--- config.mk ---
export PLATFORM = sky130hd
export DESIGN_NAME = code_sel_encoder
export DESIGN_NICKNAME = d
export VERILOG_FILES = /design/src/rtl/code_sel_pkg.sv /design/src/rtl/code_sel_lut.sv /design/src/rtl/code_sel_encoder.sv
export SDC_FILE = /design/constraint.sdc
export NUM_CORES = 1
export LEC_CHECK = 0
export BUFFER_PORTS_ARGS = -buffer_cell sky130_fd_sc_hd__buf_2
export CELL_PAD_IN_SITES_DETAIL_PLACEMENT = 1
export CELL_PAD_IN_SITES_GLOBAL_PLACEMENT = 1
export CORE_ASPECT_RATIO = 0.6
export CORE_MARGIN = 1
export CORE_UTILIZATION = 33
export DETAILED_ROUTE_END_ITERATION = 16
export PLACE_DENSITY_LB_ADDON = 0.1
export RECOVER_POWER = 50
export SKIP_CTS_REPAIR_TIMING = 1
export SLEW_MARGIN = 30
export SYNTH_ARGS = -nofsm -noshare
export SYNTH_HDL_FRONTEND = slang
export SYNTH_SLANG_ARGS = --single-unit
--- constraint.sdc ---
create_clock -name clk -period 1.7 [get_ports clk]
set_input_delay 0 -clock clk [delete_from_list [all_inputs] [get_ports clk]]
set_output_delay 0 -clock clk [all_outputs]
set_load 0.05 [all_outputs]
--- src/rtl/code_sel_pkg.sv ---
// Shared constants for the code-to-selector encoder: widths, code table, output-register state.
package code_sel_pkg;
  localparam int CODE_W    = 8;
  localparam int SEL_W     = 2;
  localparam int NUM_CODES = 4;

  // Entry i holds the code emitted for selector i.
  localparam logic [NUM_CODES-1:0][CODE_W-1:0] CODE_TABLE = {8'hBC, 8'hAA, 8'hBB, 8'hA0};

  typedef enum logic {EMPTY = 1'b0, FULL = 1'b1} state_e;
endpackage

--- src/rtl/code_sel_lut.sv ---
// Combinational code-to-selector match; unknown or unmatched codes report a miss with sel=0.
module code_sel_lut
  import code_sel_pkg::*;
(
  input  logic [CODE_W-1:0] code,
  output logic [SEL_W-1:0]  sel,
  output logic              miss
);
  // An X/Z bit makes the equality unknown, which the if treats as false, so it falls to miss.
  always_comb begin
    sel  = '0;
    miss = 1'b1;
    for (int i = 0; i < NUM_CODES; i++) begin
      if (code == CODE_TABLE[i]) begin
        sel  = SEL_W'(i);
        miss = 1'b0;
      end
    end
  end
endmodule

--- src/rtl/code_sel_encoder.sv ---
// Encodes code bytes back to selectors through a one-entry valid/ready output register.
// Optional feature: define CODE_MISS_CNT_EN to enable the saturating miss counter.
module code_sel_encoder
  import code_sel_pkg::*;
#(
  parameter int HIT_CNT_W  = 16,
  parameter int MISS_CNT_W = 8
) (
  input  logic                  clk,
  input  logic                  rst_n,
  input  logic                  in_valid,
  output logic                  in_ready,
  input  logic [CODE_W-1:0]     in_code,
  output logic                  out_valid,
  input  logic                  out_ready,
  output logic [SEL_W-1:0]      out_sel,
  output logic                  out_miss,
  input  logic                  clr_cnt,
  output logic [HIT_CNT_W-1:0]  hit_cnt,
  output logic [MISS_CNT_W-1:0] miss_cnt
);
  state_e               r_state;
  logic [SEL_W-1:0]     r_sel;
  logic                 r_miss;
  logic [HIT_CNT_W-1:0] r_hit_cnt;
  logic [SEL_W-1:0]     w_sel;
  logic                 w_miss;
  logic                 w_in_fire;
  logic                 w_out_fire;

  code_sel_lut u_lut (
    .code (in_code),
    .sel  (w_sel),
    .miss (w_miss)
  );

  assign in_ready   = (r_state == EMPTY) || out_ready;
  assign out_valid  = (r_state == FULL);
  assign w_in_fire  = in_valid && in_ready;
  assign w_out_fire = out_valid && out_ready;
  assign out_sel    = r_sel;
  assign out_miss   = r_miss;
  assign hit_cnt    = r_hit_cnt;

  // A simultaneous input and output transfer keeps the register FULL with the new result.
  always_ff @(posedge clk or negedge rst_n) begin
    if (!rst_n) begin
      r_state <= EMPTY;
      r_sel   <= '0;
      r_miss  <= 1'b0;
    end else if (w_in_fire) begin
      r_state <= FULL;
      r_sel   <= w_sel;
      r_miss  <= w_miss;
    end else if (w_out_fire) begin
      r_state <= EMPTY;
    end
  end

  always_ff @(posedge clk or negedge rst_n) begin
    if (!rst_n)                   r_hit_cnt <= '0;
    else if (clr_cnt)             r_hit_cnt <= '0;
    else if (w_in_fire && !w_miss) r_hit_cnt <= r_hit_cnt + 1'b1;
  end

`ifdef CODE_MISS_CNT_EN
  logic [MISS_CNT_W-1:0] r_miss_cnt;

  always_ff @(posedge clk or negedge rst_n) begin
    if (!rst_n)                                      r_miss_cnt <= '0;
    else if (clr_cnt)                                r_miss_cnt <= '0;
    else if (w_in_fire && w_miss && (r_miss_cnt != '1)) r_miss_cnt <= r_miss_cnt + 1'b1;
  end

  assign miss_cnt = r_miss_cnt;
`else
  assign miss_cnt = '0;
`endif
endmodule
==> results by group <==
Layout
  – Leading cell types in the layout, fill and taps excluded: 28 x buf_2, 20 x nor2_1, 17 x buf_4, 12 x dfrtp_1, 11 x nand2_1
  – Nets@finish: 202
  – Number of diodes: 0
  – Layout Utilization: 49.0%
  – Most common cell after layout, fill and taps aside: buf_2
  – Share of cells above drive strength 1: 39.6%
  – Post-Layout Cell Count: 232
  – P&R area growth vs syn: 34.1%
  – Post-route cell area: 1690 um^2

Global route
  – Number of global-route vias before repair: 1,123
  – GRT overflow: 0
  – First-pass GRT wire length: 5.65 mm
  – Initial antenna violation count: 0
  – Largest net degree at the start of global routing: 21
  – All-Layer GR Usage: 18.6%

Die
  – # IOs: 42
  – Initial Util: 36.6%
  – Die H: 49.8 um
  – Core area: 3440 um^2
  – Floorplan row count: 16
  – Die area: 4070 um^2
  – Die width: 81.7 um

Detailed routing
  – Iter 0 DRT Violations: 31
  – DRT Wirelength: 3.59 mm
  – First-pass DRT Iterations: 4
  – # DRC: 0
  – Drt wl/cell: 15.5 um
  – Antenna Nets Post-Route: 0
  – Vias per inst: 5.24
  – Vias: 1,215

Run status
  – Failing checks: hold timing
  – Status: finished, violations left

STA
  – WHS: -0.00876 ns
  – Clock Skews: 0.00546 ns
  – Max frequency: 594 MHz
  – Final hold violations: 1
  – Max-slew headroom: 24.3%
  – RSZ-0062 raised after global routing: true
  – Slew Viols, Final: 0
  – Worst Tran Pin Value: 1.14 ns
  – Count of final setup violators: 0
  – Fin crit share: 99.0%
  – Setup TNS: 0 ns
  – Min Tclk post-route: 1.68 ns

Placed design
  – Dpl cells: 224
  – DPL Wire Length: 2.67 mm
  – GP Congestion: 0.754
  – Placed Area: 1580 um^2
  – Port bufs: 33

Synth
  – Post-synth ARST share: 100%
  – Avg Inst Size Synth: 9.39 um^2
  – EDFF count, synth: 0
  – Synth Instances: 134
  – Netlist cell types: 41
  – Cell Area, Synth: 1260 um^2
  – Yosys Warn Count: 0
  – Seq/Total Area, Yosys: 39.8%
  – FF+latch count, synth: 20
  – Main synth FF type: dfrtp_1

Run
  – Max-Cap Viols: 0

Worst setup path
  – Crit Path Class: register to register
  – Flop-to-flop setup slack: 0.02 ns
  – Worst setup EP type: register
  – Critical path depth in cells: 6
  – Startpoint types: register
  – Worst EP required: 1.90 ns
  – Slowest cell on crit path: dfrtp_2
  – Crit path buf inv count: 1
  – Register-to-Register Path Depth: 6
  – Arr. time, crit path: 1.88 ns
  – CP cell instances: nand2b_4, nand4_1, buf_6, a2111o_1, or3_1, a21oi_2
  – CP top delay family: simple AND/OR/NAND/NOR gates
  – Worst-path maximum fanout: 7
  – Slowest Stage Delay on Critical Path: 0.42 ns

Clocking
  – Worst skew pair latency: 0.27 ns
  – Clk pin slew, worst setup/hold paths: 0.08 ns
  – Clock H-tree levels: 1
  – Clock sink count: 20
  – CTS buffer count: 3
  – Clock root buffer: clkbuf_8
  – Clock tree buffer depth: 2
  – CTS tree: built

Power and ir drop
  – Leakage: 0.740 nW
  – Peak supply drop: 0.402 mV
  – PwrDens: 599 nW/um^2

Hold path
  – WHS Path Cells: 2
  – Hold Path Class: input port to register
## area by class of cell
type	count	area, um^2
fill	424	1760
timing repair buffer	52	308
multi-input combinational	108	747
inverter	3	11.3
tap	45	56.3
clock buffer	4	55.1
sequential	20	510
## sequential cells by signal, summed over array words and instances, names as in the netlist
| signal | count |
|---|---|
| hit_cnt | 16 |
| out_sel | 2 |
| out_miss | 1 |
| out_valid | 1 |
## final timing paths
path,to,startpoint
max in group asynchronous,hit_cnt[5],rst_n
worst max register to register,hit_cnt[7],out_valid
worst max-delay path,hit_cnt[7],out_valid
worst min register to register,out_sel[0],out_sel[0]
min in group asynchronous,out_sel[0],rst_n
worst min-delay path,out_valid,in_valid
## Yosys cell counts (all sizes together) (2+ instances only)
| master | count | share of area [%] |
|---|---|---|
| a211oi | 3 | 1.8 |
| nand3 | 6 | 2.4 |
| nor2b | 3 | 1.5 |
| or3 | 2 | 0.99 |
| nand2 | 11 | 3.3 |
| dfrtp | 20 | 40 |
| inv | 3 | 0.89 |
| xnor2 | 7 | 5.5 |
| clkbuf | 2 | 0.60 |
| nand4 | 5 | 2.5 |
| buf | 8 | 4.8 |
| a21oi | 8 | 3.2 |
| o21ai | 5 | 2.0 |
| nand2b | 3 | 1.5 |
| nor2 | 20 | 6.0 |
| mux2 | 2 | 1.8 |
| or4 | 2 | 1.2 |
| a2111oi | 3 | 3.6 |
## where the power goes
part | switching [W] | internal (W) | leakage, nW
clock | 0.000169 | 0.000207 | 0.0288
combinational | 0.000115 | 0.0000395 | 0.453
sequential | 0.00000233 | 0.000478 | 0.259
total | 0.000286 | 0.000724 | 0.740
## per-stage QoR
step	worst slack, ns	total power, W	hold slack, ns
floorplan	-0.314	0.000599	-0.296
global placement	-0.0265	0.000638	-0.0233
detailed placement	-0.0196	0.000641	-0.0146
CTS	-0.0653	0.00102	-0.304
global route	-0.0717	0.00105	0.00911
finish	0.0174	0.00101	-0.00876
## kinds of logic after synthesis
kind of cell               count (synthesis)  synth area share [%]
and+or+nand+nor                           62                  27.2
xor gates and xnor gates                   8                  6.16
muxes                                      3                  2.58
DFF                                       20                  39.8
AOI/OAI and AO/OA                         26                  16.7
adders and majority gates                  1                 0.994
other                                      1                 0.298
buffers and inverters                     13                  6.26
## metal layers
layer,vias to the layer above,GRT usage (%),share of wire [%]
met5,-,0,0
met3,8,4.26,6.3
met2,40,29.6,45
met1,592,25.9,48
li1,575,-,-
met4,0,3.51,1.5
No activity file was read; power rests on OpenSTA's default activity.
